### src/rtl/alu_prog_issuer_if.sv
// alu_prog_issuer_if
//   Bundles the host-programming, instruction-stream and result signals of
//   alu_prog_issuer.
//   master : the issuer side (drives instr_out/valid, result, busy, done).
//   slave  : the host/ALU side (drives program writes, start, ready, result_in).
//   Optional macro ALU_ISSUER_CSUM_EN adds csum (issuer output).
//
//   Handshake: a byte moves from issuer to ALU on every rising clk edge where
//   instr_valid && instr_ready. Once instr_valid is high, instr_out is held
//   stable and instr_valid stays high until that transfer happens. instr_ready
//   is ignored while instr_valid is low.
interface alu_prog_issuer_if #(
  parameter int AW = 4
);
  logic          wr_en;
  logic [AW-1:0] wr_addr;
  logic [7:0]    wr_data;
  logic          start;
  logic [7:0]    instr_out;
  logic          instr_valid;
  logic          instr_ready;
  logic [7:0]    result_in;
  logic [7:0]    result;
  logic          result_valid;
  logic          busy;
  logic          done;
`ifdef ALU_ISSUER_CSUM_EN
  logic [7:0]    csum;
`endif

  modport master (
`ifdef ALU_ISSUER_CSUM_EN
    output csum,
`endif
    input  wr_en, wr_addr, wr_data, start, instr_ready, result_in,
    output instr_out, instr_valid, result, result_valid, busy, done
  );

  modport slave (
`ifdef ALU_ISSUER_CSUM_EN
    input  csum,
`endif
    output wr_en, wr_addr, wr_data, start, instr_ready, result_in,
    input  instr_out, instr_valid, result, result_valid, busy, done
  );
endinterface

### src/rtl/alu_prog_issuer.sv
// alu_prog_issuer
//   Streams a small program RAM to the tt_um_alu_fsm byte interface and
//   captures the ALU result RESULT_LAT cycles after every STORE is accepted.
//   Ports:
//     clk        rising-edge clock
//     rst        synchronous active-high reset (aborts any running program)
//     bus        alu_prog_issuer_if.master: wr_en/wr_addr/wr_data, start,
//                instr_out/instr_valid/instr_ready, result_in, result,
//                result_valid, busy, done (+ csum with ALU_ISSUER_CSUM_EN)
//     state_dbg  current FSM state for observation
//   Optional macro ALU_ISSUER_CSUM_EN: csum = mod-256 sum of every transferred
//   byte, cleared on reset and on start acceptance.
//   Instruction encoding: [7:6] 00=HALT 01=LOAD 10=ADD 11=STORE; 0x00 ends.
module alu_prog_issuer #(
  parameter int AW         = 4,
  parameter int RESULT_LAT = 2
) (
  input  logic                clk,
  input  logic                rst,
  alu_prog_issuer_if.master   bus,
  output logic [2:0]          state_dbg
);
  localparam int DEPTH = 1 << AW;

  typedef enum logic [2:0] {
    S_IDLE     = 3'd0,
    S_FETCH    = 3'd1,
    S_ISSUE    = 3'd2,
    S_WAIT_RES = 3'd3,
    S_DONE     = 3'd4
  } state_t;

  state_t        state;
  logic [AW-1:0] pc;
  logic [3:0]    cnt;
  logic [7:0]    mem [DEPTH];

  assign state_dbg = state;

  // Program RAM, not reset. Writes only land while idle, so a write never
  // races the read that FETCH performs.
  always_ff @(posedge clk) begin
    if (bus.wr_en && state == S_IDLE) mem[bus.wr_addr] <= bus.wr_data;
  end

  always_ff @(posedge clk) begin
    if (rst) begin
      state            <= S_IDLE;
      pc               <= '0;
      cnt              <= '0;
      bus.instr_out    <= '0;
      bus.instr_valid  <= 1'b0;
      bus.result       <= '0;
      bus.result_valid <= 1'b0;
      bus.busy         <= 1'b0;
      bus.done         <= 1'b0;
`ifdef ALU_ISSUER_CSUM_EN
      bus.csum         <= '0;
`endif
    end else begin
      bus.result_valid <= 1'b0;
      bus.done         <= 1'b0;
      case (state)
        S_IDLE: begin
          bus.busy <= 1'b0;
          if (bus.start) begin
            pc       <= '0;
            bus.busy <= 1'b1;
            state    <= S_FETCH;
`ifdef ALU_ISSUER_CSUM_EN
            bus.csum <= '0;
`endif
          end
        end
        // instr_out doubles as the RAM read register; a 0x00 byte is loaded
        // with valid low so ISSUE can recognise the end of program.
        S_FETCH: begin
          bus.instr_out   <= mem[pc];
          bus.instr_valid <= (mem[pc] != 8'h00);
          state           <= S_ISSUE;
        end
        S_ISSUE: begin
          if (!bus.instr_valid) begin
            bus.done <= 1'b1;
            state    <= S_DONE;
          end else if (bus.instr_ready) begin
            bus.instr_valid <= 1'b0;
`ifdef ALU_ISSUER_CSUM_EN
            bus.csum <= bus.csum + bus.instr_out;
`endif
            if (bus.instr_out[7:6] == 2'b11) begin
              cnt   <= 4'(RESULT_LAT);
              state <= S_WAIT_RES;
            end else if (pc == AW'(DEPTH - 1)) begin
              bus.done <= 1'b1;
              state    <= S_DONE;
            end else begin
              pc    <= pc + 1'b1;
              state <= S_FETCH;
            end
          end
        end
        // cnt==1 marks the RESULT_LAT-th edge after the STORE was accepted.
        S_WAIT_RES: begin
          if (cnt == 4'd1) begin
            bus.result       <= bus.result_in;
            bus.result_valid <= 1'b1;
            if (pc == AW'(DEPTH - 1)) begin
              bus.done <= 1'b1;
              state    <= S_DONE;
            end else begin
              pc    <= pc + 1'b1;
              state <= S_FETCH;
            end
          end else begin
            cnt <= cnt - 1'b1;
          end
        end
        S_DONE: begin
          bus.busy <= 1'b0;
          state    <= S_IDLE;
        end
        default: state <= S_IDLE;
      endcase
    end
  end
endmodule
### src/flat_wrapper.sv
// flat-port wrapper written by rule: the top's interface ports become plain ports
module alu_prog_issuer_flat 
#(
  parameter int AW         = 4,
  parameter int RESULT_LAT = 2
)
  (clk, rst, state_dbg, bus_wr_en, bus_wr_addr, bus_wr_data, bus_start, bus_instr_ready, bus_result_in, bus_instr_out, bus_instr_valid, bus_result, bus_result_valid, bus_busy, bus_done);
  alu_prog_issuer_if #(.AW(AW)) bus_i ();
  input  logic clk;
  input  logic rst;
  output logic [2:0] state_dbg;
  input wire logic [$bits(bus_i.wr_en)-1:0] bus_wr_en;
  input wire logic [$bits(bus_i.wr_addr)-1:0] bus_wr_addr;
  input wire logic [$bits(bus_i.wr_data)-1:0] bus_wr_data;
  input wire logic [$bits(bus_i.start)-1:0] bus_start;
  input wire logic [$bits(bus_i.instr_ready)-1:0] bus_instr_ready;
  input wire logic [$bits(bus_i.result_in)-1:0] bus_result_in;
  output wire logic [$bits(bus_i.instr_out)-1:0] bus_instr_out;
  output wire logic [$bits(bus_i.instr_valid)-1:0] bus_instr_valid;
  output wire logic [$bits(bus_i.result)-1:0] bus_result;
  output wire logic [$bits(bus_i.result_valid)-1:0] bus_result_valid;
  output wire logic [$bits(bus_i.busy)-1:0] bus_busy;
  output wire logic [$bits(bus_i.done)-1:0] bus_done;
  assign bus_i.wr_en = bus_wr_en;
  assign bus_i.wr_addr = bus_wr_addr;
  assign bus_i.wr_data = bus_wr_data;
  assign bus_i.start = bus_start;
  assign bus_i.instr_ready = bus_instr_ready;
  assign bus_i.result_in = bus_result_in;
  assign bus_instr_out = bus_i.instr_out;
  assign bus_instr_valid = bus_i.instr_valid;
  assign bus_result = bus_i.result;
  assign bus_result_valid = bus_i.result_valid;
  assign bus_busy = bus_i.busy;
  assign bus_done = bus_i.done;
  alu_prog_issuer #(.AW(AW), .RESULT_LAT(RESULT_LAT)) u_core (.clk(clk), .rst(rst), .bus(bus_i), .state_dbg(state_dbg));
endmodule
### config.mk
export PLATFORM = sky130hd
export DESIGN_NAME = alu_prog_issuer_flat
export DESIGN_NICKNAME = d
export VERILOG_FILES = /design/src/rtl/alu_prog_issuer_if.sv /design/src/rtl/alu_prog_issuer.sv /design/src/flat_wrapper.sv
export SDC_FILE = /design/constraint.sdc
export NUM_CORES = 1
export LEC_CHECK = 0
export CAP_MARGIN = 20
export CORE_UTILIZATION = 49
export CTS_BUF_LIST = sky130_fd_sc_hd__clkbuf_4 sky130_fd_sc_hd__clkbuf_8 sky130_fd_sc_hd__clkbuf_16
export DETAILED_ROUTE_END_ITERATION = 6
export HOLD_SLACK_MARGIN = 0.03
export PLACE_DENSITY = 0.7
export SLEW_MARGIN = 20
export SYNTH_ARGS = -nofsm -noshare
export SYNTH_HDL_FRONTEND = slang
export SYNTH_SLANG_ARGS = --single-unit
### constraint.sdc
create_clock -name clk -period 4.3 [get_ports clk]
set_clock_uncertainty 0.1 [all_clocks]
set_input_delay 1.29 -clock clk [delete_from_list [all_inputs] [get_ports clk]]
set_output_delay 1.29 -clock clk [all_outputs]
set_load 0.02 [all_outputs]
# Word-level counts from Yosys, hierarchy flattened
# Memories as Yosys holds them, arrays and structs flattened. A register that Yosys moved wholly into a read port is not among the register bits.
# Cells that the tools add are included.
word_totals:
  mem_bits_ro: 0
  register_bits: 31
  inputBits: 25
  mem_count: 1
  latch_bits: 0
  ramBits: 128
  output_inout_bits: 23
memory_table:
  columns: ["name", "words", "width", "read_ports", "rd_clocked_by_memory_dff", "wr", "line", "source"]
  rows:
  - ["u_core.mem", 16, 8, 1, 1, 1, "alu_prog_issuer.sv:36", "logic [7:0] mem [DEPTH];"]
classes:
  reduce_logical: 12
  n_addsub: 2
  n_bitwise: 1
  n_lt_le_gt_ge: 0
  n_div: 0
  multipliers: 0
  n_eq_ne: 15
  mux: 35
  shift: 0
ops:
  columns: ["op", "count"]
  rows:
  - ["$mux W4", 12]
  - ["$mux W3", 6]
  - ["$pmux W3 S4", 1]
  - ["$pmux W4 S3", 1]
  - ["$mux W1", 11]
  - ["$ne A2 B2 Y1 const B", 4]
  - ["$pmux W4 S2", 1]
  - ["$reduce_bool A8 Y1", 1]
  - ["$eq A3 B2 Y1 const B", 2]
  - ["$ne A2 B1 Y1 const B", 3]
  - ["$pmux W1 S2", 3]
  - ["$reduce_and A6 Y1", 1]
  - ["$reduce_bool A2 Y1", 3]
  - ["$reduce_and A5 Y1", 1]
  - ["$add A4 B1 Y4 const B", 1]
  - ["$eq A4 B1 Y1 const B", 1]
  - ["$eq A4 B4 Y1 const B", 1]
  - ["$sub A4 B1 Y4 const B", 1]
  - ["$eq A3 B1 Y1 const B", 1]
  - ["$eq A3 B3 Y1 const B", 1]
  - ["$logic_not A3 Y1", 1]
  - ["$ne A3 B3 Y1 const B", 1]
  - ["$reduce_and A3 Y1", 1]
  - ["$reduce_bool A3 Y1", 1]
  - ["5 further kinds", 5]

# Logic depth before layout (Yosys ltp)
depth:
  ltp_word: 8
  ltp_mapped: 7

# Least setup slack after synthesis
# OpenSTA, ideal clock, no wires.
synth_timing:
  kind: "in2reg"
  startpoint: "in bus_wr_en"
  endpoint: "mem u_core.mem[0][0], enable pin"
  stages: 4
  setup_ps: 383
  arrival_ps: 2538
  t_required_ps: 3817
  slack_ps: 1279
  n_path_buf: 0
  cell_sequence: "nor4b_1 -> nor2b_1 -> nand2b_1 -> nor3_1"
synth_via:
  elab_chain_len: 3
synth_rtl:
  columns: ["element", "line", "source"]
  rows:
  - ["start: declaration", "flat_wrapper.sv:12", "input wire logic [$bits(bus_i.wr_en)-1:0] bus_wr_en;"]
  - ["$logic_and A1 B1 Y1", "alu_prog_issuer.sv:43", "if (bus.wr_en && state == S_IDLE) mem[bus.wr_addr] <= bus.wr_data;"]
  - ["$mux W1", "alu_prog_issuer.sv:43", null]
  - ["$mux W1 (not written as such)", "alu_prog_issuer.sv:43", null]
  - ["end: declaration", "alu_prog_issuer.sv:36", null]
# No other way between the ends.

# Worst setup path in the final report
layout_timing:
  startpoint: "in bus_wr_en"
  endpoint: "mem u_core.mem[8][3], enable pin"
# Same word-level chain as after synthesis.

==> flow_summary.json <==
{
  "path_buf_inv": 2,
  "cts.clk_slew.worst_paths_ns": 0.06,
  "seq_area_frac_synth_pct": 71.2,
  "seq_area_um2": 4550,
  "mostFrequentLayoutCell": "edfxtp_1",
  "grt_util_all_layers_pct": 22.1,
  "crit_family": "simple AND/OR/NAND/NOR gates",
  "power_density_nw_per_um2": 455,
  "hold_buffers": 0,
  "crit_cells": 6,
  "synth_top_flop_cell": "edfxtp_1",
  "finalNetCount": 486,
  "slowest_stage": "nor2_1",
  "arrival_ns": 3.23,
  "whs_endpoint": "u_core.bus.instr_out[3]",
  "yosys-top-cells-area": "edfxtp_1 60%, mux4_2 11%, dfxtp_1 11%, nand2_1 1.9%, nor2_1 1.9%",
  "status": "finished, final reports clean",
  "syn_area_um2": 6380,
  "clock_path_buffers": 2,
  "drive_above_1_share_pct": 17.2,
  "synth-edff-count": 128,
  "postCtsSetupBuffers": 0,
  "fp.coreArea_um2": 12700,
  "synth_nets": 425,
  "hpwl_um": 8740,
  "routabilityCongestion": 0.801,
  "reg2reg_slack_ns": 1.46,
  "reg2reg_depth": 6,
  "setup_viol_count_final": 0,
  "final_hold_viol_count": 0,
  "grt_pass1_wl_um": 20700,
  "postRouteAntennaNets": 0,
  "cts.htree.levels": 4,
  "vias_per_cell": 5.72,
  "die-area_um2": 13500,
  "finalCritPeriodShare_pct": 76.3,
  "slew_headroom_pct": 51.3,
  "wire_per_inst_um": 20.6,
  "fp-row-count": 41,
  "drc": 0,
  "worstPathMaxFanout": 8,
  "async_reset_ff_share_pct": 0,
  "endpoint_kind": "flip-flop",
  "dp.cells": 611,
  "synthCells": 397,
  "grt_pass1_vias": 3637,
  "ios": 48,
  "area_growth_pct": 21.2,
  "period_needed_ns": 3.28,
  "antenna_found_initial": 0,
  "synth_top_area_share_pct": 60.2,
  "reg2reg_to": "u_core.bus.instr_valid",
  "start_util_pct": 50.4,
  "start_kind": "primary input",
  "criticalPathCategory": "in2reg",
  "drt_pass1_iterations": 4,
  "slew_viol_final": 0,
  "cts-resized-gates": 0,
  "layout.cells.non_filler": 643,
  "drtIter0Drc": 396,
  "layout_common_cells": "128 x edfxtp_1, 47 x clkdlybuf4s50_1, 34 x dfxtp_1",
  "vias": 3679,
  "root_buffer": "clkbuf_16",
  "tritoncts": "built",
  "die_h_um": 116,
  "die_width_um": 116,
  "max_stage_delay_ns": 0.55,
  "drv_cap": 0,
  "worstHoldStart": "u_core.bus.instr_out[3]",
  "fillers": 965,
  "port_buffers": 47,
  "grt_overflow": 0,
  "synth_top_area_cell": "edfxtp_1",
  "ys_seq_elements": 163,
  "postLayoutCoreUtil_pct": 61.1,
  "crit_chain": "clkdlybuf4s50_1 > nor4b_1 > buf_4 > nor2b_1 > nand2b_1 > nor2_1",
  "yosysWarningCount": 0,
  "clock_sinks": 163,
  "worstSkewPairLatency_ns": 0.42,
  "ir_worst_vdd_mv": 0.280,
  "fmax_mhz": 305,
  "hold_class": "reg2reg",
  "multiInputGateArea_um2": 1730,
  "rsz0062_at_grt": "no",
  "grt_max_degree": 33,
  "wl_um": 13300,
  "holdPathStages": 2,
  "antenna_cells": 0,
  "tightest_slew_ns": 0.728,
  "synth.distinct_cells": 42,
  "fin_setup_tns_ns": 0,
  "cts-buffers-inserted": 17,
  "avgSynthCellArea_um2": 16.1,
  "required_ns": 4.25,
  "power_leakage_nw": 2.48
}
-- area by class of cell --
cell class                      instances  share of cell area [%]
Timing Repair Buffer                   63                    7.63
Tap cell                              172                    2.78
Clock buffer                           18                    5.59
Sequential cell                       163                    58.7
Multi-Input combinational cell        208                    22.3
Clock inverter                         14                    2.70
Inverter                                5                   0.242
-- per-layer routing --
metal / track usage [%] / wire (µm) / vias to the layer above
li1: - / - / 1671
met1: 27.8 / 5460 / 1840
met2: 35.6 / 6650 / 143
met3: 6.69 / 872 / 25
met4: 9.74 / 289 / 0
met5: 0 / 0 / -
-- cell families (layout without fill, tap and decap cells) --
kind of cell / Yosys count / count (layout) / synth area share [%]
adders and majority gates: 3 / 3 / 0.588
muxes: 42 / 42 / 12.9
and+or+nand+nor: 107 / 107 / 7.72
xor gates and xnor gates: 3 / 3 / 0.412
DFF: 163 / 163 / 71.2
AOI/OAI and AO/OA: 53 / 53 / 5.47
buffers and inverters: 26 / 100 / 1.74
-- synth_stat cells (2+ instances only) --
cell type / number
nor2_1: 32
nor3_1: 12
mux4_2: 32
nand3_1: 8
nand2b_1: 3
o31ai_1: 3
edfxtp_1: 128
o21ai_0: 2
and2_1: 3
mux2i_1: 9
nand4_1: 2
nand2_1: 32
nor2b_1: 6
clkbuf_1: 14
ha_1: 3
a311oi_1: 2
xor2_1: 2
a22oi_1: 14
nand3b_1: 2
and3_1: 3
buf_2: 5
inv_1: 4
a31oi_1: 5
a21oi_1: 19
dfxtp_1: 35
-- how the worst max path moves through the flow --
stage                        start  slack (ns)                end
6_report                 bus_wr_en        1.02   u_core.mem[8][3]
5_1_grt                  bus_wr_en        0.93  u_core.mem[10][0]
4_1_cts        u_core.state_dbg[0]        1.03       state_dbg[0]
3_5_place_dp             bus_wr_en        0.63   u_core.mem[8][0]
3_3_place_gp             bus_wr_en        0.85   u_core.mem[8][4]
2_1_floorplan            bus_wr_en        1.28   u_core.mem[0][0]
-- registers in the layout, summed over array words and instances, names as in the netlist, named ones only --
name / cells
u_core.mem: 128
u_core.bus.instr_out: 8
u_core.bus.result: 8
u_core.cnt: 4
u_core.pc: 4
u_core.state_dbg: 3
u_core.bus.busy: 1
u_core.bus.done: 1
u_core.bus.instr_valid: 1
u_core.bus.result_valid: 1
-- worst reg2reg max path, delay by kind of cell, from the launching register on --
kind                   cells  cell delay (ns)
buffers and inverters      1             0.39
muxes                      1             0.54
and+or+nand+nor            2             0.45
DFF                        1             0.79
AOI/OAI and AO/OA          2             0.44
-- power breakdown --
| part | total (mW) | switching, mW | internal (mW) |
|---|---|---|---|
| registers | 1.74 | 0.0191 | 1.72 |
| logic | 0.154 | 0.0872 | 0.0664 |
| clock network | 1.63 | 0.592 | 1.03 |
| total | 3.52 | 0.698 | 2.82 |
-- per-stage QoR --
step                      total power [mW]  hold WS, ns  instance area [µm²]  setup WS [ns]
after floorplan                       1.84        0.345                 6380           1.28
after global placement                1.93        0.350                 7100          0.852
after detailed placement              1.93        0.347                 7100          0.630
after CTS                             3.55        0.370                 7740           1.03
after global routing                  3.63        0.403                 7740          0.930
final                                 3.52        0.369                 7740           1.02
No activity file was read; power rests on OpenSTA's default activity.
==> RTL edit (same flow settings) <==
Register the output `state_dbg` once more, without a reset; this adds one clock of latency there. The other outputs are not delayed to match.
--- a/src/rtl/alu_prog_issuer.sv
+++ b/src/rtl/alu_prog_issuer.sv
@@ -35,7 +35,9 @@
   logic [3:0]    cnt;
   logic [7:0]    mem [DEPTH];
 
-  assign state_dbg = state;
+  always_ff @(posedge clk) begin
+    state_dbg <= state;
+  end
 
   // Program RAM, not reset. Writes only land while idle, so a write never
   // races the read that FETCH performs.
Function: changed (Yosys sat finds a counterexample within 4 cycles, from zero or initial values and one cycle with rst high).
==> RTL edit against the unedited design <==
  * Synthesized area rose by 0.57%
  * Setup slack improved by 350 ps
  * Sequential share of layout area rose by 1.7 points
  * Sequential cell count rose by 3
  * Wire length fell by 5.7%
  * Cell count fell by 1.6%
  * Design area fell by 1.6%
Power is not compared: it rests on default switching activity, and its combinational part moved more than twofold at a synthesized area within 25%.
==> RTL edit: results (changes against the unedited design) <==
* Synth unique cells at 41 (was 42)
* Max VDD drop at 0.292 mV
* Final Total Pwr at 0.00390 W
* Global Route Usage Sum at 0.207 (was 0.221)
* Crit path max-delay family: buffers and inverters (was simple AND/OR/NAND/NOR gates)
* Via count at 3611 (was 3679)
* Critical path's largest stage delay at 660 ps (was 550 ps)
* Fin area at 0.00762 mm2 (was 0.00774 mm2)
* H-tree depth at 4 (unchanged)
* Share of cells above drive strength 1 at 0.158 (was 0.172)
* Pre-antenna DRT Iters at 4 (unchanged)
* Inserted Clock Buffers at 17 (unchanged)
* Final wirelength at 12.5 mm (was 13.3 mm)
* Post-DP HPWL at 8.17 mm (was 8.74 mm)
* Wl on met1 at 5.51 mm (was 5.46 mm)
* # fillers at 974 (was 965)
* Synth area leaders: edfxtp_1 (60%), dfxtp_1 (12%), mux4_2 (11%), nor2_1 (2.2%), nand2_1 (1.9%) (was edfxtp_1 (60%), mux4_2 (11%), dfxtp_1 (11%), nand2_1 (1.9%), nor2_1 (1.9%))
* LEAKAGE at 2.47 nW
* Min-Delay Path Class: reg2reg (unchanged)
* M3 GR Usage at 0.0524 (was 0.0669)
* Critical path data arrival time at 1540 ps (was 3230 ps)
* M2 GR Usage at 0.322 (was 0.356)
* Avg Inst Size Synth at 16.3 um2 (was 16.1 um2)
* Root buf cell: clkbuf_16 (unchanged)
* Met3 WL at 669 um (was 872 um)
* Post-DP Area at 0.00707 mm2 (was 0.00710 mm2)
* Nets at 476 (was 486)
* Net Sw Power at 0.000998 W
* Vias in the first global route at 3479 (was 3637)
* Sequential area share after synthesis at 0.717 (was 0.712)
* Routed len/inst at 19.8 um (was 20.6 um)
* Largest registers: u_core.mem x128, u_core.bus.instr_out x8, u_core.bus.result x8 (unchanged)
* Most frequent cells after synthesis: edfxtp_1 (128), dfxtp_1 (38), nor2_1 (37) (was edfxtp_1 (128), dfxtp_1 (35), mux4_2 (32), nand2_1 (32), nor2_1 (32))
* Dpl cells at 601 (was 611)
* FFs w/ async S/R, synth at 0 (unchanged)
* Met1 usage in global routing at 0.278 (about the same)
* Post-synth net total at 423 (was 425)
* Outcome: completed (unchanged)
* Metal2 WL at 6.14 mm (was 6.65 mm)
* Relative slew slack at 0.419 (was 0.513)
* Crit-path slowest cell: clkdlybuf4s50_1 (was nor2_1)
* Initial detailed-routing violation count at 367 (was 396)
* Setup slack at placement at 985 ps (was 630 ps)
* First-pass GRT wire length at 19.5 mm (was 20.7 mm)
* Initial antenna violation count at 0 (unchanged)
* RePlAce Congestion at 0.834 (was 0.801)
## RTL edit: kinds of logic (layout without fill, tap and decap cells)
family	count (synthesis)	after routing	synth area share
DFF	166	166	0.717
and+or+nand+nor	109	109	0.0805
AOI/OAI and AO/OA	50	50	0.0505
muxes	41	41	0.126
buffers and inverters	24	90	0.0168
adders and majority gates	3	3	0.00585
xor gates and xnor gates	2	2	0.00273
## RTL edit: worst register-to-register path, delay by kind of cell, from the launching register on
family,cells,cell delay (ps)
and+or+nand+nor,4,1890
DFF,1,470
## RTL edit: path summary, 6_finish.rpt
path,to,startpoint,depth (start not counted),slack [ps]
worst max-delay path,bus_instr_valid,u_core.bus.instr_valid$_SDFFE_PP0P_,1,1370
worst min-delay path,u_core.bus.instr_out[5]$_SDFFE_PP0N_,u_core.bus.instr_out[5]$_SDFFE_PP0N_,2,360
worst max register to register,u_core.mem[8][5]$_DFFE_PP_,u_core.state[0]$_SDFFE_PP0P_,4,1460
worst min register to register,u_core.bus.instr_out[5]$_SDFFE_PP0N_,u_core.bus.instr_out[5]$_SDFFE_PP0N_,2,360
## RTL edit: power by group through the flow
stage          Sequential (W)  Clock, W  Combinational, W
6_report              0.00192   0.00140          0.000579
5_1_grt               0.00193   0.00149          0.000639
4_1_cts               0.00192   0.00142          0.000582
3_5_place_dp          0.00195         0          0.000579
3_3_place_gp          0.00195         0          0.000565
2_1_floorplan         0.00194         0          0.000368
## RTL edit: area by class of cell
type,count,share of cell area
flip-flops and latches,166,0.605
multi-input cells,205,0.224
inverters,4,0.00197
clock inverters,12,0.0136
clock buffers,20,0.0588
well taps,172,0.0282
repair buffers,54,0.0686
